<file path="config.mk">
export PLATFORM = sky130hd
export DESIGN_NAME = mux4_rr_arbiter_flat
export DESIGN_NICKNAME = d
export VERILOG_FILES = /design/src/rtl/mux4_rr_arbiter_pkg.sv /design/src/rtl/mux4_rr_arbiter_if.sv /design/src/rtl/mux4_rr_arbiter_rr_pick4.sv /design/src/rtl/mux4_rr_arbiter.sv /design/src/flat_wrapper.sv
export SDC_FILE = /design/constraint.sdc
export NUM_CORES = 1
export LEC_CHECK = 0
export BUFFER_PORTS_ARGS = -buffer_cell sky130_fd_sc_hd__buf_2
export CORE_ASPECT_RATIO = 1.1
export CORE_MARGIN = 2
export CORE_UTILIZATION = 45
export CTS_BUF_LIST = sky130_fd_sc_hd__clkbuf_8
export DETAILED_ROUTE_END_ITERATION = 10
export PLACE_DENSITY = 0.89
export SLEW_MARGIN = 20
export SYNTH_ARGS = -nofsm -noshare
export SYNTH_HDL_FRONTEND = slang
export SYNTH_SLANG_ARGS = --single-unit
</file>
<file path="constraint.sdc">
create_clock -name clk -period 3.1 [get_ports clk]
set_input_delay 0.155 -clock clk [delete_from_list [all_inputs] [get_ports clk]]
set_output_delay 0.155 -clock clk [all_outputs]
set_load 0.02 [all_outputs]
</file>
<file path="src/rtl/mux4_rr_arbiter_pkg.sv">
// Shared constants, FSM state type and pointer helper for the 4:1 round-robin result arbiter.
package mux4_arb_pkg;

  localparam int unsigned NUM_REQ = 4;
  localparam int unsigned SEL_W   = 2;

  typedef enum logic {
    EMPTY = 1'b0,
    FULL  = 1'b1
  } state_t;

  // Priority pointer after a grant: the requester just served drops to lowest priority.
  function automatic logic [SEL_W-1:0] next_ptr(input logic [SEL_W-1:0] sel);
    return sel + SEL_W'(1);
  endfunction

endpackage

</file>
<file path="src/rtl/mux4_rr_arbiter_if.sv">
// Requester/consumer bundle for mux4_rr_arbiter; req_lock exists only with MUX4_ARB_LOCK_EN.
interface mux4_rr_arbiter_if
  import mux4_arb_pkg::*;
#(
  parameter int unsigned DATA_W = 32
);

  logic [NUM_REQ-1:0]             req_valid;
  logic [NUM_REQ-1:0][DATA_W-1:0] req_data;
  logic [NUM_REQ-1:0]             req_ready;
  logic                           out_valid;
  logic [DATA_W-1:0]              out_data;
  logic [SEL_W-1:0]               out_src;
  logic                           out_ready;
`ifdef MUX4_ARB_LOCK_EN
  logic [NUM_REQ-1:0]             req_lock;
`endif

  // Arbiter side.
  modport slave (
    input  req_valid, req_data, out_ready,
`ifdef MUX4_ARB_LOCK_EN
    input  req_lock,
`endif
    output req_ready, out_valid, out_data, out_src
  );

  // Requesters plus the downstream consumer.
  modport master (
    output req_valid, req_data, out_ready,
`ifdef MUX4_ARB_LOCK_EN
    output req_lock,
`endif
    input  req_ready, out_valid, out_data, out_src
  );

endinterface

</file>
<file path="src/rtl/mux4_rr_arbiter_rr_pick4.sv">
// Rotating-priority encoder: first set bit of req_i scanning from ptr_i upward, wrapping 3->0.
module rr_pick4
  import mux4_arb_pkg::*;
(
  input  logic [NUM_REQ-1:0] req_i,
  input  logic [SEL_W-1:0]   ptr_i,
  output logic               any_o,
  output logic [SEL_W-1:0]   sel_o
);

  logic [SEL_W-1:0] idx;

  // Scan from farthest offset down so the closest match to ptr_i wins.
  always_comb begin
    any_o = |req_i;
    sel_o = ptr_i;
    idx   = '0;
    for (int k = NUM_REQ - 1; k >= 0; k--) begin
      idx = ptr_i + SEL_W'(k);
      if (req_i[idx]) begin
        sel_o = idx;
      end
    end
  end

endmodule

</file>
<file path="src/rtl/mux4_rr_arbiter.sv">
// Round-robin 4:1 result arbiter with a one-word registered output slot.
// Optional grant locking is compiled in with MUX4_ARB_LOCK_EN.
module mux4_rr_arbiter
  import mux4_arb_pkg::*;
#(
  parameter int unsigned DATA_W    = 32,
  parameter int unsigned RESET_PTR = 0
)(
  input  logic                  clk,
  input  logic                  rst_n,
  mux4_rr_arbiter_if.slave      bus
);

  localparam logic [SEL_W-1:0] RESET_SEL = SEL_W'(RESET_PTR);

  state_t            state_q;
  logic [SEL_W-1:0]  ptr_q, ptr_d;
  logic [DATA_W-1:0] out_data_q;
  logic [SEL_W-1:0]  out_src_q;

  logic [NUM_REQ-1:0] eff_req;
  logic               any;
  logic [SEL_W-1:0]   sel;
  logic               can_accept;
  logic               transfer;
  logic               lock_set;

`ifdef MUX4_ARB_LOCK_EN
  logic             locked_q;
  logic [SEL_W-1:0] owner_q;

  // While locked only the owner may compete, even when it is idle.
  assign eff_req  = locked_q ? (bus.req_valid & (NUM_REQ'(1) << owner_q)) : bus.req_valid;
  assign lock_set = bus.req_lock[sel];
`else
  assign eff_req  = bus.req_valid;
  assign lock_set = 1'b0;
`endif

  rr_pick4 u_pick (
    .req_i (eff_req),
    .ptr_i (ptr_q),
    .any_o (any),
    .sel_o (sel)
  );

  assign can_accept    = (state_q == EMPTY) | bus.out_ready;
  assign transfer      = rst_n & can_accept & any;
  assign bus.req_ready = transfer ? (NUM_REQ'(1) << sel) : '0;

  // Pointer holds while a lock is taken or kept.
  assign ptr_d = (transfer && !lock_set) ? next_ptr(sel) : ptr_q;

  always_ff @(posedge clk) begin
    if (!rst_n) begin
      state_q    <= EMPTY;
      ptr_q      <= RESET_SEL;
      out_data_q <= '0;
      out_src_q  <= '0;
`ifdef MUX4_ARB_LOCK_EN
      locked_q   <= 1'b0;
      owner_q    <= '0;
`endif
    end else begin
      ptr_q <= ptr_d;
      unique case (state_q)
        EMPTY: if (transfer) state_q <= FULL;
        FULL:  if (bus.out_ready && !transfer) state_q <= EMPTY;
      endcase
      if (transfer) begin
        out_data_q <= bus.req_data[sel];
        out_src_q  <= sel;
`ifdef MUX4_ARB_LOCK_EN
        locked_q   <= lock_set;
        if (lock_set) owner_q <= sel;
`endif
      end
    end
  end

  assign bus.out_valid = (state_q == FULL);
  assign bus.out_data  = out_data_q;
  assign bus.out_src   = out_src_q;

endmodule
</file>
<file path="src/flat_wrapper.sv">
// flat-port wrapper written by rule: the top's interface ports become plain ports
module mux4_rr_arbiter_flat import mux4_arb_pkg::*;
#(
  parameter int unsigned DATA_W    = 32,
  parameter int unsigned RESET_PTR = 0
)
  (clk, rst_n, bus_req_valid, bus_req_data, bus_out_ready, bus_req_ready, bus_out_valid, bus_out_data, bus_out_src);
  mux4_rr_arbiter_if #(.DATA_W(DATA_W)) bus_i ();
  input  logic clk;
  input  logic rst_n;
  input wire logic [$bits(bus_i.req_valid)-1:0] bus_req_valid;
  input wire logic [$bits(bus_i.req_data)-1:0] bus_req_data;
  input wire logic [$bits(bus_i.out_ready)-1:0] bus_out_ready;
  output wire logic [$bits(bus_i.req_ready)-1:0] bus_req_ready;
  output wire logic [$bits(bus_i.out_valid)-1:0] bus_out_valid;
  output wire logic [$bits(bus_i.out_data)-1:0] bus_out_data;
  output wire logic [$bits(bus_i.out_src)-1:0] bus_out_src;
  assign bus_i.req_valid = bus_req_valid;
  assign bus_i.req_data = bus_req_data;
  assign bus_i.out_ready = bus_out_ready;
  assign bus_req_ready = bus_i.req_ready;
  assign bus_out_valid = bus_i.out_valid;
  assign bus_out_data = bus_i.out_data;
  assign bus_out_src = bus_i.out_src;
  mux4_rr_arbiter #(.DATA_W(DATA_W), .RESET_PTR(RESET_PTR)) u_core (.clk(clk), .rst_n(rst_n), .bus(bus_i));
endmodule
</file>
* Word-level counts from Yosys, hierarchy flattened
Cells that the tools add are included.
Cells by class: add/sub/neg operators 4, magnitude comparators 5, shifts and indexed selects 1, multiplexer cells 18, bitwise gates (word level) 4, reduce and logical (&&, ||, !) cells 3
Operators with widths (number):
- $bmux 32 s2 | 1
- $mux 32 | 1
- $lt 2x3->1 const B | 5
- $bmux 1 s2 | 4
- $mux 2 | 4
- $mux 1 | 6
- $add 2x1->2 const B | 2
- $add 2x2->2 const B | 2
- $mux 4 | 1
- $reduce_or 4->1 | 1
- $shl 1x2->4 const A | 1
- $and 1x1->1 | 2
- $pmux 1 s2 | 1
- $logic_and 1x1->1 | 1
- $logic_not 1->1 | 1
- $not 1->1 | 1
- $or 1x1->1 | 1
Word-level totals: register bits 37, input bits 135, output and inout port bits 39, logic and storage cells 39

* Logic depth before layout (Yosys ltp)
depth in word-level cells 9, depth in mapped cells 7, depth with buffers taken out 5

* Hierarchy
Synthesis repeated with hierarchy kept, for this count alone.
Unflattened totals: cell total of the unflattened synthesis 232, area, all modules 2351.0 um^2
Modules (own cells, without submodules):
- mux4_rr_arbiter | instances 1, cells an instance 216, area an instance 2250.9 um^2, seq. area each 740.7 um^2
- rr_pick4 | instances 1, cells an instance 16, area an instance 100.1 um^2, seq. area each 0.0 um^2

* Worst setup path before layout
OpenSTA, ideal clock, no wires.
kind register -> output, from reg u_core.ptr_q[1], to out bus_req_ready[0], arrival 1.633 ns, required time 2.945 ns, setup slack 1.312 ns, stages on the path, launching flop included 8, path buffers 2, cells stage by stage dfxtp_1 nor3_1 a31oi_1 a22o_1 or2_1 buf_6 buf_6 nor2_1
On the way: cells in the longest elaborated chain, start to end 9, elaborated cells on any way between the ends 17, those cells by class add/sub: 3; shift: 1; mux: 13
RTL lines:
- from (decl) | RTL line mux4_rr_arbiter.sv:17 | logic [SEL_W-1:0] ptr_q, ptr_d;
- from (signal assigned) | RTL line mux4_rr_arbiter.sv:65 | ptr_q <= ptr_d;
- $add 2x2->2 | RTL line mux4_rr_arbiter_rr_pick4.sv:19 | idx = ptr_i + SEL_W'(k);
- $bmux 1 s2 | RTL line mux4_rr_arbiter_rr_pick4.sv:20 | if (req_i[idx]) begin
- $mux 1 (not written as such) | RTL line mux4_rr_arbiter_rr_pick4.sv:20
- $mux 2 (3 in a row) | RTL line mux4_rr_arbiter_rr_pick4.sv:20
- $mux 2 (*) | RTL line mux4_rr_arbiter_rr_pick4.sv:20
- $shl 1x2->4 (*) | RTL line mux4_rr_arbiter.sv:49 | assign bus.req_ready = transfer ? (NUM_REQ'(1) << sel) : '0;
- $mux 4 (*) | RTL line mux4_rr_arbiter.sv:49
- to (decl) | RTL line flat_wrapper.sv:14 | output wire logic [$bits(bus_i.req_ready)-1:0] bus_req_ready;
Every way passes the cells marked *; elsewhere a longest branch is shown, timed or not. The select of a mux whose other input is x is not followed.

* Worst setup path in the final report
from reg u_core.ptr_q[1], to out bus_req_ready[3]
Same word-level chain as after synthesis.

==> key figures <==
CTS
  • Setup bufs post-CTS: 0
  • CTS root buf: clkbuf_8
  • CTS tree: built
  • Post-cts resize count: 0
  • Clock insertion delay at the later pin of the skew report: 0.29 ns
  • CTS Sinks: 37
  • Cts hold-fix bufs: 0
  • Clock transition at path regs: ~0.070 ns
  • Clk buf depth: 2
  • CTS H-tree lvls: 2
  • CTS Buf Count: 5

Route
  • Post-Route WL: 6410 microns
  • Final ANT Viol Nets: 0
  • Drt via density: 5.31
  • Vias: 2,367
  • Starting DRT DRC Count: 67
  • Residual DRC: 0
  • DR pass1 iterations: 4
  • DR WL/cell: roughly 14 microns

Critical path
  • Setup crit end kind: output port
  • Worst-path fanout max: 25
  • Startpoint types: flip-flop
  • WS Path Type: reg2out
  • Crit path DAT: 2.26 ns
  • Worst path required time: 2.94 ns
  • Reg2Reg Depth: 6

Yosys
  • Async SR Flop Fraction: 0
  • Distinct cells, synth: 27
  • Number of flops mapped to enable cells by yosys: 0
  • Synth Instances: 222
  • Sequential fraction of the synthesis area: 0.320
  • Post-synthesis register bit count: 37
  • Mapped Nets: 357
  • Mapped Avg Cell Area: around 10 sq um
  • Netlist Area Pre-Place: between 0.002 and 0.0025 sq mm
  • Synth Flop Type: dfxtp_1
  • Ys Warns: 0

Global routing
  • Grt ovf: 0
  • First-pass GRT wire length: 9960 microns
  • Initial antenna violation count: 0
  • Vias in the first global route: 2,333
  • Global Route Usage Sum: 0.218
  • Largest net degree at the start of global routing: 71

Job
  • MaxCap Viol Count: 0

Finish
  • Fin area: 0.00328 sq mm
  • Layout Utilization: 0.656
  • Area delta synth->final: 41.6%
  • Area of the multi-input gates: 0.00143 sq mm
  • FF+latch area: approximately 740 sq um
  • Fillers: approximately 390
  • Layout cell share with drive strength beyond 1: 0.564
  • Ant. Diodes: 0
  • NumNets Final: 522

Timing
  • Final hold viol count: 0
  • Slew Limit Fails: 0
  • Worst Skew: 0.00868 ns
  • TNS Setup: 0 ns
  • Measured slew at the worst slew-check pin: 0.737 ns
  • RSZ-0062 raised after global routing: no
  • Fmax: 414 MHz
  • Post-route minimum period: 2.41 ns
  • Hold slack: around 0.16 ns
  • Fin crit share: 0.779
  • Worst rel slew slack: 0.506
  • Setup violators final: 0

Die
  • Core Region: 0.00500 sq mm
  • Die height: 79.3 microns
  • Io pins: 174
  • Die ar.: 0.00574 sq mm
  • Initial Util: 0.463
  • Die width: 72.4 microns
  • Row count: 27

Power and ir drop
  • Net switching power: 640 uW
  • Flop pwr share: 0.357
  • Design Power: 1.72 mW
  • Pwr Density: 524 mW/mm^2
  • Switch share: 0.373
  • LEAKAGE: roughly 1.6 nW
  • Comb pwr share: 0.439
  • VDD IR max: 0.405 mV
  • Clk pwr share: 0.204
  • Internal power: 1.08 mW

Placement
  • IO buf count: roughly 170
  • Placement Cell Area: around 0.0032 sq mm
  • Dpl hpwl: 5120 microns
  • Gpl congestion: 0.785

Worst hold path
  • Hold/Removal Path Class: in2reg
  • WHS Path Cells: 4

Run status
  • Outcome: finished clean
final timing paths:
check	end	slack (ns)	startpoint
min reg2reg	u_core.bus.out_data[6]$_SDFFE_PN0P_	0.46	u_core.bus.out_data[6]$_SDFFE_PN0P_
max	bus_req_ready[3]	0.69	u_core.ptr_q[1]$_SDFFE_PN0P_
max reg2reg	u_core.bus.out_data[13]$_SDFFE_PN0P_	0.91	u_core.ptr_q[1]$_SDFFE_PN0P_
min	u_core.bus.out_valid$_SDFF_PN0_	0.16	bus_out_ready
layer usage:
layer / vias to the layer above / wire (microns) / global-route usage
li1: 1167 / - / -
met1: 1076 / 2310 / 0.213
met2: 111 / 3490 / 0.444
met3: 13 / 487 / 0.0368
met4: 0 / 115 / 0.0741
met5: - / 0 / 0
stage by stage:
stage / std cells / setup slack, ns
after floorplan: 222 / 1.31
after CTS: 446 / 0.648
after global routing: 446 / 0.531
after detailed placement: 438 / 0.886
after global placement: 438 / 1.01
final: 446 / 0.686
layout by cell type, fill, tap and decap left out:
cell type and count:
nand2b_1 2, o221ai_1 4, nor2b_2 1, nand2_1 39, buf_2 173, a22o_1 1
o21ai_0 1, clkinv_4 1, o221ai_2 28, buf_12 2, a21bo_2 1, o22ai_1 2
a221oi_4 1, nor2_1 4, dfxtp_1 37, inv_1 5, mux2i_1 65, a21boi_0 1
nor3_1 1, xnor2_1 1, a21oi_1 3, clkinv_2 1, a21oi_2 1, nor4_1 1
clkbuf_8 6, or2_2 1, a31oi_1 1, buf_4 2, nand3_2 1, nor2b_1 1
registers in the layout, summed over array words and instances, names as in the netlist:
name                  flops
u_core.ptr_q              2
u_core.bus.out_valid      1
u_core.bus.out_src        2
u_core.bus.out_data      32
power groups by stage:
stage	registers, mW	logic [mW]	clock network (mW)
after floorplan	0.715	0.444	0
after global placement	0.619	0.735	0
after detailed placement	0.620	0.763	0
after CTS	0.612	0.763	0.360
after global routing	0.620	0.813	0.378
final	0.612	0.754	0.351
cells in the mapped netlist (2+ instances only):
master / count / area [sq um]
mux2i_1: 65 / 651
nand2_1: 39 / 146
dfxtp_1: 37 / 741
o221ai_2: 28 / 420
buf_4: 6 / 45.0
buf_6: 6 / 67.6
buf_2: 5 / 25.0
inv_1: 5 / 18.8
nor2_1: 4 / 15.0
o221ai_1: 4 / 35.0
a21oi_1: 3 / 15.0
clkbuf_1: 2 / 7.51
nand2b_1: 2 / 12.5
nor2b_1: 2 / 12.5
o22ai_1: 2 / 12.5
critical path, stage by stage (launching register included):
cell and delay [ns]:
dfxtp_1 0.48, nor3_1 0.10, a31oi_1 0.15, a22o_1 0.23, nand3_2 0.57, nor2_1 0.26, buf_2 0.20
layout make-up:
type | instances | share of cell area
Clock buffer | 6 | 0.0252
Clock inverter | 2 | 0.00420
Inverter | 5 | 0.00572
Multi-Input combinational cell | 161 | 0.436
Sequential cell | 37 | 0.226
Tap cell | 58 | 0.0221
Timing Repair Buffer | 177 | 0.281
kinds of logic after synthesis:
group	Yosys count	synth area share
and+or+nand+nor	51	0.0902
muxes	65	0.281
buffers and inverters	24	0.0707
DFF	37	0.320
AOI/OAI and AO/OA	44	0.235
xor gates and xnor gates	1	0.00378
Note: power is estimated with default switching activity, not from simulation.
